## src/rtl/alu_share_arb_pkg.sv

```systemverilog
// Shared definitions for the two-port ALU arbiter: RV32 aluctr codes,
// FSM state encoding and the legal-opcode decode.
package alu_share_arb_pkg;

    localparam logic [3:0] ALU_ADD  = 4'b0000;
    localparam logic [3:0] ALU_SUB  = 4'b1000;
    localparam logic [3:0] ALU_SLL  = 4'b0001;
    localparam logic [3:0] ALU_SLT  = 4'b0010;
    localparam logic [3:0] ALU_SLTU = 4'b0011;
    localparam logic [3:0] ALU_XOR  = 4'b0100;
    localparam logic [3:0] ALU_SRL  = 4'b0101;
    localparam logic [3:0] ALU_SRA  = 4'b1101;
    localparam logic [3:0] ALU_OR   = 4'b0110;
    localparam logic [3:0] ALU_AND  = 4'b0111;

    localparam logic [1:0] ST_IDLE = 2'd0;
    localparam logic [1:0] ST_EXEC = 2'd1;
    localparam logic [1:0] ST_RESP = 2'd2;

    function automatic logic aluctr_legal(input logic [3:0] ctr);
        case (ctr)
            ALU_ADD, ALU_SUB, ALU_SLL, ALU_SLT, ALU_SLTU,
            ALU_XOR, ALU_SRL, ALU_SRA, ALU_OR, ALU_AND: return 1'b1;
            default:                                    return 1'b0;
        endcase
    endfunction

endpackage

```

## src/rtl/alu_share_arb_if.sv

```systemverilog
// One requester port of the ALU arbiter: request channel plus response channel.
// Handshake: a transfer happens on a clock edge where valid && ready; the sender
// holds valid and payload stable until that edge, and ready may depend on valid.
interface alu_share_arb_if #(
    parameter int XLEN = 32
) ();
    logic            req_valid;
    logic            req_ready;
    logic [3:0]      req_aluctr;
    logic [XLEN-1:0] req_a;
    logic [XLEN-1:0] req_b;

    logic            rsp_valid;
    logic            rsp_ready;
    logic [XLEN-1:0] rsp_result;
    logic            rsp_zero;
    logic            rsp_less;
    logic            rsp_err;

    modport master (
        output req_valid, req_aluctr, req_a, req_b, rsp_ready,
        input  req_ready, rsp_valid, rsp_result, rsp_zero, rsp_less, rsp_err
    );

    modport slave (
        input  req_valid, req_aluctr, req_a, req_b, rsp_ready,
        output req_ready, rsp_valid, rsp_result, rsp_zero, rsp_less, rsp_err
    );
endinterface

```

## src/rtl/alu_share_arb_rr_arb2.sv

```systemverilog
// Two-way round-robin grant: a lone requester wins, on a tie the port that
// did not win last time wins.
module rr_arb2 (
    input  logic [1:0] i_valid,
    input  logic       i_last,
    input  logic       i_en,
    output logic       o_grant,
    output logic       o_gnt_valid
);
    assign o_gnt_valid = i_en & (|i_valid);
    assign o_grant     = (i_valid == 2'b11) ? ~i_last : i_valid[1];
endmodule

```

## src/rtl/alu_share_arb.sv

```systemverilog
// Shares one combinational RV32 ALU between the EX stage (port 0) and the
// address/branch unit (port 1); one operation in flight, IDLE -> EXEC -> RESP.
module alu_share_arb
    import alu_share_arb_pkg::*;
#(
    parameter int              XLEN       = 32,
    parameter logic [XLEN-1:0] ERR_RESULT = '0
) (
    input  logic            clk,
    input  logic            rstn,
    alu_share_arb_if.slave  if_p0,
    alu_share_arb_if.slave  if_p1,
    output logic [3:0]      o_alu_aluctr,
    output logic [XLEN-1:0] o_alu_a,
    output logic [XLEN-1:0] o_alu_b,
    input  logic [XLEN-1:0] i_alu_result,
    input  logic            i_alu_zero,
    input  logic            i_alu_less,
    output logic [1:0]      o_state
);
    logic [1:0]      r_state;
    logic            r_owner;
    logic            r_last;
    logic [3:0]      r_aluctr;
    logic [XLEN-1:0] r_a;
    logic [XLEN-1:0] r_b;
    logic [XLEN-1:0] r_result;
    logic            r_zero;
    logic            r_less;
    logic            r_err;

    logic [1:0]      w_valid;
    logic            w_grant;
    logic            w_accept;
    logic [3:0]      w_ctr;
    logic [XLEN-1:0] w_a;
    logic [XLEN-1:0] w_b;
    logic            w_rsp_ready;

    assign w_valid = {if_p1.req_valid, if_p0.req_valid};

    rr_arb2 u_arb (
        .i_valid     (w_valid),
        .i_last      (r_last),
        .i_en        (r_state == ST_IDLE),
        .o_grant     (w_grant),
        .o_gnt_valid (w_accept)
    );

    assign w_ctr = w_grant ? if_p1.req_aluctr : if_p0.req_aluctr;
    assign w_a   = w_grant ? if_p1.req_a      : if_p0.req_a;
    assign w_b   = w_grant ? if_p1.req_b      : if_p0.req_b;

    assign if_p0.req_ready = w_accept & ~w_grant;
    assign if_p1.req_ready = w_accept &  w_grant;

    // Only the owner's response ready matters; the idle port's ready is ignored.
    assign w_rsp_ready = r_owner ? if_p1.rsp_ready : if_p0.rsp_ready;

    always_ff @(posedge clk) begin
        if (!rstn) begin
            r_state  <= ST_IDLE;
            r_owner  <= 1'b0;
            r_last   <= 1'b1;
            r_aluctr <= 4'b0000;
            r_a      <= '0;
            r_b      <= '0;
            r_result <= '0;
            r_zero   <= 1'b0;
            r_less   <= 1'b0;
            r_err    <= 1'b0;
        end else begin
            case (r_state)
                ST_IDLE: begin
                    if (w_accept) begin
                        r_owner <= w_grant;
                        r_last  <= w_grant;
                        // Illegal codes skip the ALU entirely, so alu_* keep their old values.
                        if (aluctr_legal(w_ctr)) begin
                            r_aluctr <= w_ctr;
                            r_a      <= w_a;
                            r_b      <= w_b;
                            r_state  <= ST_EXEC;
                        end else begin
                            r_result <= ERR_RESULT;
                            r_zero   <= 1'b0;
                            r_less   <= 1'b0;
                            r_err    <= 1'b1;
                            r_state  <= ST_RESP;
                        end
                    end
                end
                ST_EXEC: begin
                    r_result <= i_alu_result;
                    r_zero   <= i_alu_zero;
                    r_less   <= i_alu_less;
                    r_err    <= 1'b0;
                    r_state  <= ST_RESP;
                end
                ST_RESP: begin
                    if (w_rsp_ready) begin
                        r_state <= ST_IDLE;
                    end
                end
                default: r_state <= ST_IDLE;
            endcase
        end
    end

    assign o_alu_aluctr = r_aluctr;
    assign o_alu_a      = r_a;
    assign o_alu_b      = r_b;
    assign o_state      = r_state;

    assign if_p0.rsp_valid  = (r_state == ST_RESP) & ~r_owner;
    assign if_p1.rsp_valid  = (r_state == ST_RESP) &  r_owner;
    assign if_p0.rsp_result = r_result;
    assign if_p1.rsp_result = r_result;
    assign if_p0.rsp_zero   = r_zero;
    assign if_p1.rsp_zero   = r_zero;
    assign if_p0.rsp_less   = r_less;
    assign if_p1.rsp_less   = r_less;
    assign if_p0.rsp_err    = r_err;
    assign if_p1.rsp_err    = r_err;
endmodule

```

## src/flat_wrapper.sv

```systemverilog
// flat-port wrapper written by rule: the top's interface ports become plain ports
module alu_share_arb_flat import alu_share_arb_pkg::*;
#(
    parameter int              XLEN       = 32,
    parameter logic [XLEN-1:0] ERR_RESULT = '0
)
  (clk, rstn, o_alu_aluctr, o_alu_a, o_alu_b, i_alu_result, i_alu_zero, i_alu_less, o_state, if_p0_req_valid, if_p0_req_aluctr, if_p0_req_a, if_p0_req_b, if_p0_rsp_ready, if_p0_req_ready, if_p0_rsp_valid, if_p0_rsp_result, if_p0_rsp_zero, if_p0_rsp_less, if_p0_rsp_err, if_p1_req_valid, if_p1_req_aluctr, if_p1_req_a, if_p1_req_b, if_p1_rsp_ready, if_p1_req_ready, if_p1_rsp_valid, if_p1_rsp_result, if_p1_rsp_zero, if_p1_rsp_less, if_p1_rsp_err);
  alu_share_arb_if #(.XLEN(XLEN)) if_p0_i ();
  alu_share_arb_if #(.XLEN(XLEN)) if_p1_i ();
  input  logic clk;
  input  logic rstn;
  output logic [3:0] o_alu_aluctr;
  output logic [XLEN-1:0] o_alu_a;
  output logic [XLEN-1:0] o_alu_b;
  input  logic [XLEN-1:0] i_alu_result;
  input  logic i_alu_zero;
  input  logic i_alu_less;
  output logic [1:0] o_state;
  input wire logic [$bits(if_p0_i.req_valid)-1:0] if_p0_req_valid;
  input wire logic [$bits(if_p0_i.req_aluctr)-1:0] if_p0_req_aluctr;
  input wire logic [$bits(if_p0_i.req_a)-1:0] if_p0_req_a;
  input wire logic [$bits(if_p0_i.req_b)-1:0] if_p0_req_b;
  input wire logic [$bits(if_p0_i.rsp_ready)-1:0] if_p0_rsp_ready;
  output wire logic [$bits(if_p0_i.req_ready)-1:0] if_p0_req_ready;
  output wire logic [$bits(if_p0_i.rsp_valid)-1:0] if_p0_rsp_valid;
  output wire logic [$bits(if_p0_i.rsp_result)-1:0] if_p0_rsp_result;
  output wire logic [$bits(if_p0_i.rsp_zero)-1:0] if_p0_rsp_zero;
  output wire logic [$bits(if_p0_i.rsp_less)-1:0] if_p0_rsp_less;
  output wire logic [$bits(if_p0_i.rsp_err)-1:0] if_p0_rsp_err;
  input wire logic [$bits(if_p1_i.req_valid)-1:0] if_p1_req_valid;
  input wire logic [$bits(if_p1_i.req_aluctr)-1:0] if_p1_req_aluctr;
  input wire logic [$bits(if_p1_i.req_a)-1:0] if_p1_req_a;
  input wire logic [$bits(if_p1_i.req_b)-1:0] if_p1_req_b;
  input wire logic [$bits(if_p1_i.rsp_ready)-1:0] if_p1_rsp_ready;
  output wire logic [$bits(if_p1_i.req_ready)-1:0] if_p1_req_ready;
  output wire logic [$bits(if_p1_i.rsp_valid)-1:0] if_p1_rsp_valid;
  output wire logic [$bits(if_p1_i.rsp_result)-1:0] if_p1_rsp_result;
  output wire logic [$bits(if_p1_i.rsp_zero)-1:0] if_p1_rsp_zero;
  output wire logic [$bits(if_p1_i.rsp_less)-1:0] if_p1_rsp_less;
  output wire logic [$bits(if_p1_i.rsp_err)-1:0] if_p1_rsp_err;
  assign if_p0_i.req_valid = if_p0_req_valid;
  assign if_p0_i.req_aluctr = if_p0_req_aluctr;
  assign if_p0_i.req_a = if_p0_req_a;
  assign if_p0_i.req_b = if_p0_req_b;
  assign if_p0_i.rsp_ready = if_p0_rsp_ready;
  assign if_p0_req_ready = if_p0_i.req_ready;
  assign if_p0_rsp_valid = if_p0_i.rsp_valid;
  assign if_p0_rsp_result = if_p0_i.rsp_result;
  assign if_p0_rsp_zero = if_p0_i.rsp_zero;
  assign if_p0_rsp_less = if_p0_i.rsp_less;
  assign if_p0_rsp_err = if_p0_i.rsp_err;
  assign if_p1_i.req_valid = if_p1_req_valid;
  assign if_p1_i.req_aluctr = if_p1_req_aluctr;
  assign if_p1_i.req_a = if_p1_req_a;
  assign if_p1_i.req_b = if_p1_req_b;
  assign if_p1_i.rsp_ready = if_p1_rsp_ready;
  assign if_p1_req_ready = if_p1_i.req_ready;
  assign if_p1_rsp_valid = if_p1_i.rsp_valid;
  assign if_p1_rsp_result = if_p1_i.rsp_result;
  assign if_p1_rsp_zero = if_p1_i.rsp_zero;
  assign if_p1_rsp_less = if_p1_i.rsp_less;
  assign if_p1_rsp_err = if_p1_i.rsp_err;
  alu_share_arb #(.XLEN(XLEN), .ERR_RESULT(ERR_RESULT)) u_core (.clk(clk), .rstn(rstn), .if_p0(if_p0_i), .if_p1(if_p1_i), .o_alu_aluctr(o_alu_aluctr), .o_alu_a(o_alu_a), .o_alu_b(o_alu_b), .i_alu_result(i_alu_result), .i_alu_zero(i_alu_zero), .i_alu_less(i_alu_less), .o_state(o_state));
endmodule
```

## config.mk

```make
export PLATFORM = sky130hd
export DESIGN_NAME = alu_share_arb_flat
export DESIGN_NICKNAME = d
export VERILOG_FILES = /design/src/rtl/alu_share_arb_pkg.sv /design/src/rtl/alu_share_arb_if.sv /design/src/rtl/alu_share_arb_rr_arb2.sv /design/src/rtl/alu_share_arb.sv /design/src/flat_wrapper.sv
export SDC_FILE = /design/constraint.sdc
export NUM_CORES = 1
export LEC_CHECK = 0
export CAP_MARGIN = 10
export CORE_ASPECT_RATIO = 1.75
export CORE_MARGIN = 1.5
export CORE_UTILIZATION = 34
export CTS_CLUSTER_SIZE = 30
export DETAILED_ROUTE_END_ITERATION = 12
export PLACE_DENSITY = 0.81
export SKIP_CTS_REPAIR_TIMING = 1
export SYNTH_ARGS = -nofsm -noshare
export SYNTH_HDL_FRONTEND = slang
export SYNTH_SLANG_ARGS = --single-unit
export TNS_END_PERCENT = 20
```

## constraint.sdc

```tcl
create_clock -name clk -period 1.4 [get_ports clk]
set_input_delay 0.14 -clock clk [delete_from_list [all_inputs] [get_ports clk]]
set_output_delay 0.14 -clock clk [all_outputs]
set_load 0.05 [all_outputs]
```

### Yosys cells after proc, flatten, opt, wreduce, memory -nomap -nowiden

Memory sizes are Yosys's and may differ from the RTL's.
Cells that the tools add are included.

| storage, ports and cells | value |
|---|---|
| bits in registers | 107 |
| bits in read-only memories | 16 |
| input bits | 176 |
| output and inout port bits | 144 |
| word-level logic and storage cells | 54 |
| memories kept | 1 |

| cells by class | value |
|---|---|
| equality and inequality tests | 6 |
| multiplexer cells | 22 |
| bitwise gates (word level) | 8 |
| reductions and logical operators | 7 |

Memories:

| name | depth | width | rd ports | clocked after memory_dff | wr ports | RTL line | text |
|---|---|---|---|---|---|---|---|
| (no name shown) | 16 | 1 | 1 | 0 | 0 | alu_share_arb_pkg.sv:21 | `case (ctr)` |

Operator list:

| cell | number |
|---|---|
| 32-bit 2-to-1 mux | 4 |
| 32-bit one-hot mux with 2 select lines | 1 |
| 1-bit 2-to-1 mux | 9 |
| 2-bit 2-to-1 mux | 3 |
| 1-bit one-hot mux with 2 select lines | 3 |
| 2-bit one-hot mux with 3 select lines | 1 |
| 3-bit AND reduction | 2 |
| 1-bit bitwise AND | 5 |
| 2-bit equality test (second input constant) | 2 |
| 4-bit 2-to-1 mux | 1 |
| 2-bit by 1-bit != test with 1-bit output (second input constant) | 2 |
| 2-bit AND reduction | 2 |
| 1-bit NOT | 3 |
| 2-bit by 1-bit equality test with 1-bit output (second input constant) | 1 |
| 2-bit zero test | 1 |
| 2-bit != test (second input constant) | 1 |
| 2-bit nonzero test | 1 |
| 2-bit OR reduction | 1 |

### Longest topological paths before layout

An unclocked memory read counts as a cell.

| logic depth | value |
|---|---|
| depth after elaboration | 10 |
| depth in mapped cells | 8 |
| depth with buffers taken out | 4 |

### Cells and area by module

From an unflattened synthesis, not the netlist that was laid out.

| second synthesis, totals | value |
|---|---|
| cells, all modules | 542 |
| area total of the unflattened synthesis | 5206.2 um^2 |

Modules (own cells, without submodules):

| module | instances | cells an instance | area each (um^2) |
|---|---|---|---|
| alu_share_arb | 1 | 540 | 5187.5 |
| rr_arb2 | 1 | 2 | 18.8 |

### Worst setup path after synthesis

Ideal clock, no wire load.

| path | value |
|---|---|
| path kind | register to output |
| from | register u_core.r_state[1] (netlist: u_core.o_state[1]) |
| to | output if_p0_rsp_valid |
| arrival time | 1986 ps |
| required time | 1260 ps |
| slack | -726 ps |
| cell stages (with the launch flop) | 3 |
| path buffers | 1 |
| cells stage by stage | dfxtp_1 > buf_6 > nor3b_1 |

| on the way | value |
|---|---|
| cells in the longest elaborated chain, start to end | 2 |

Ends and longest elaborated chain:

| what | RTL line | text |
|---|---|---|
| start: declaration | alu_share_arb.sv:21 | `logic [1:0] r_state;` |
| start signal: assignment | alu_share_arb.sv:62 | `r_state <= ST_IDLE;` |
| start signal: assignment | alu_share_arb.sv:83 | `r_state <= ST_EXEC;` |
| start signal: assignment | alu_share_arb.sv:89 | `r_state <= ST_RESP;` |
| 2-bit equality test | alu_share_arb.sv:115 | `assign if_p0.rsp_valid = (r_state == ST_RESP) & ~r_owner;` |
| 1-bit bitwise AND | alu_share_arb.sv:115 |  |
| end: declaration | flat_wrapper.sv:25 | `output wire logic [$bits(if_p0_i.rsp_valid)-1:0] if_p0_rsp_valid;` |

No other way between the ends.

### Worst setup path in the final report

| path | value |
|---|---|
| from | register u_core.r_last |
| to | register u_core.r_a[21] (netlist: u_core.o_alu_a[21]) |

| on the way | value |
|---|---|
| cells in the longest elaborated chain, start to end | 8 |

Ends and longest elaborated chain:

| what | RTL line | text |
|---|---|---|
| start: declaration | alu_share_arb.sv:23 | `logic r_last;` |
| start signal: assignment | alu_share_arb.sv:77 | `r_last <= w_grant;` |
| 1-bit NOT (*) | alu_share_arb_rr_arb2.sv:11 | `assign o_grant = (i_valid == 2'b11) ? ~i_last : i_valid[1];` |
| 1-bit 2-to-1 mux (*) | alu_share_arb_rr_arb2.sv:11 |  |
| 4-bit 2-to-1 mux | alu_share_arb.sv:50 | `assign w_ctr = w_grant ? if_p1.req_aluctr : if_p0.req_aluctr;` |
| memory read 16 x 1 bit | -- |  |
| 1-bit 2-to-1 mux | alu_share_arb.sv:75 | `if (w_accept) begin` |
| 1-bit 2-to-1 mux | alu_share_arb.sv:73 | `case (r_state)` |
| 1-bit 2-to-1 mux | alu_share_arb.sv:61 | `if (!rstn) begin` |
| 3-bit AND reduction (no line) | -- |  |
| end signal: assignment | alu_share_arb.sv:81 | `r_a <= w_a;` |
| end: declaration | alu_share_arb.sv:25 | `logic [XLEN-1:0] r_a;` |

Mark *: on every way between the ends. The rest lies on a longest branch, timed or not. The select of a mux whose other input is x is not followed.
A chain may end at the register's enable or synchronous reset.

==> flow_summary.yaml <==
status:
  status: "finished with violations"
  violations: "negative setup slack"
cts:
  cts-root-buf: "clkbuf_16"
  htreeDepth: 3
  cts_buffers: 9
  cts_max_path_buffers: 2
  clkSlewWorstSetupHoldPaths_ns: 0.07
  clock_sinks: 107
  clk_latency_ns: 0.34
  cts_tree: "yes"
setup_path:
  critPathCaptureType: "flip-flop"
  cp_max_fo: 9
  start_kind: "flip-flop"
  cp.arrival_ns: 1.71
  cp_slowest_cell: "dfxtp_4"
  critPathMaxStageDelay_ns: 0.38
  path_class: "flip-flop to flip-flop"
  cp_cell_sequence: "a21bo_4 > buf_12 > clkbuf_16 > mux2_2 > nand2_1 > mux2i_1"
  required_ns: 1.62
sta:
  maxSlewViolCount: 0
  post-route-period-util_pct: 106
  relSlewSlack_pct: 71.6
  final.setup_skew_ns: 0.0147
  grt_setup_unrepaired: "yes"
  tightest_slew_ns: 0.427
  finalHoldViolCount: 0
  period_needed_ns: 1.49
  worst_slack_ns: -0.0862
  setup_violations: 94
  timing.fmax_ghz: 0.673
global_route:
  grt_max_degree: 95
  grt_pass1_vias: 4656
  overflow: 0
  grt_antenna_before_repair: 1
  gr-usage-all-layers_pct: 19.3
  grt_pass1_wl_mm: 23.6
yosys:
  synthDistinctLibCells: 29
  post_synth.cell_area_avg_sq_um: 9.98
  synth_cells: 519
  synthTopCellsByArea: "dfxtp_1, mux2_2, mux2i_1"
  syn_area_sq_mm: 0.00518
  ys_seq_area_share_pct: 41.4
  ys_warn_count: 0
  synth_top_area_share_pct: 41.4
  synth.net_count: 695
  yosys.area.top_type: "dfxtp_1"
  ys_ff_latch: 107
placed_design:
  place_congestion: 0.792
  portBuffers: 319
  hpwl_mm: 12.1
  pre_cts_ws_ns: -0.447
layout:
  utilization_pct: 60.7
  area_growth_pct: 74.7
  drive_gt1_share_pct: 33.7
  nets: 977
floorplanning:
  design.core.area_sq_mm: 0.0149
  die_w_um: 96.3
  initial_core_util_pct: 34.7
  die-area_sq_mm: 0.0160
  die_h_um: 166
  rows: 59
  ios: 320
routing:
  drt-wirelength-per-cell_um: 16.4
  routed_wl_mm: 16.2
  drt_iter0_markers: 98
  drc_errors: 0
  viasPerCell: 4.77
  ant_nets: 0
  vias: 4721
  first_pass_iters: 6
pwr:
  leakagePower_nw: 4.07
  powerDensity_mw_per_mm2: 1160
  ir_drop_v: 0.000752
min_path:
  min_path_type: "input port to flip-flop"
flow_run:
  drv_cap: 0
registers in the layout, indices dropped and copies added (netlist names):
name                     count
u_core.if_p0.rsp_result     32
u_core.if_p0.rsp_less        1
u_core.o_state               2
u_core.r_owner               1
u_core.r_last                1
u_core.o_alu_b              32
u_core.if_p0.rsp_zero        1
u_core.if_p0.rsp_err         1
u_core.o_alu_aluctr          4
u_core.o_alu_a              32
per-stage QoR:
stage	cells	TNS, ns	total power [mW]	instance area [sq um]	hold slack [ns]
2_1_floorplan	519	-3.88	6.29	5210	0.273
3_3_place_gp	965	-37.74	7.88	8550	0.426
3_5_place_dp	965	-41.49	7.93	8550	0.439
4_1_cts	981	-9.41	10.4	8840	0.0810
5_1_grt	990	-10.67	10.9	9040	0.101
6_report	990	-4.44	10.5	9040	0.0944
where the power goes:
group | leakage [nW] | internal [mW] | switching, mW | total [mW]
clock network | 0.139 | 1.32 | 1.16 | 2.48
registers | 0.877 | 3.38 | 0.259 | 3.63
logic | 3.05 | 1.96 | 2.38 | 4.34
total | 4.07 | 6.66 | 3.80 | 10.5
kinds of logic after synthesis:
| logic type | count (synthesis) | share of synthesized area (%) |
|---|---|---|
| xor+xnor | 2 | 0.338 |
| flops | 107 | 41.4 |
| simple gates | 149 | 11.5 |
| compound gates | 47 | 8.41 |
| mux | 137 | 28.1 |
| buf+inv | 77 | 10.3 |
worst paths after layout:
kind,to,from,cells past startpoint,slack (ns)
max,u_core.o_alu_a[21],u_core.r_last,6,-0.09
min,u_core.o_state[1],rstn,2,0.09
max reg2reg,u_core.o_alu_a[21],u_core.r_last,6,-0.09
min reg2reg,u_core.o_alu_a[27],u_core.o_alu_a[27],2,0.46
final cells by class:
class	instances	area, sq um
inverters	3	11.3
repair buffers	345	3800
multi-input cells	335	2560
clock buffers	12	256
clock inverters	4	33.8
well taps	183	229
diodes	1	2.50
flip-flops and latches	107	2150
fillers	1235	5870
per-layer routing:
layer	global-route usage, %	part of all wire, %
met5	0	0
met3	4.90	6.9
met4	8.19	3.3
met1	21.1	36
met2	34.0	54
layout by cell type (no fill, tap or decap), types with 2 or more instances in the layout:
master	n
nor2_1	2
o211ai_4	2
xor2_1	2
buf_16	2
nand2_1	137
buf_6	4
clkbuf_16	12
dfxtp_4	3
clkinv_4	2
a21oi_1	2
dfxtp_1	104
a22o_1	34
clkbuf_8	2
nor2_4	2
mux2i_1	68
buf_12	53
clkdlybuf4s50_1	172
dlymetal6s2s_1	2
mux2_2	68
buf_4	109
inv_1	2
worst max-delay path, delay by kind of cell (launching register included):
family                 cells  cell delay [ns]
AOI/OAI and AO/OA          1             0.19
buffers and inverters      2             0.32
DFF                        1             0.38
muxes                      2             0.41
and+or+nand+nor            1             0.07
Yosys cell counts, drive strengths merged:
| cell | n |
|---|---|
| a22o | 34 |
| a21oi | 2 |
| o221a | 1 |
| o311a | 1 |
| o211ai | 2 |
| nor3b | 1 |
| a21bo | 1 |
| nor3 | 2 |
| a41o | 1 |
| nand3b | 1 |
| clkbuf | 19 |
| mux2 | 69 |
| o21ai | 2 |
| nand2 | 139 |
| inv | 3 |
| nand3 | 1 |
| dfxtp | 107 |
| xor2 | 2 |
| a211oi | 1 |
| and3 | 1 |
| a21boi | 1 |
| nor2 | 4 |
| o21a | 1 |
| mux2i | 68 |
| buf | 55 |
Note: power is estimated with default switching activity, not from simulation.
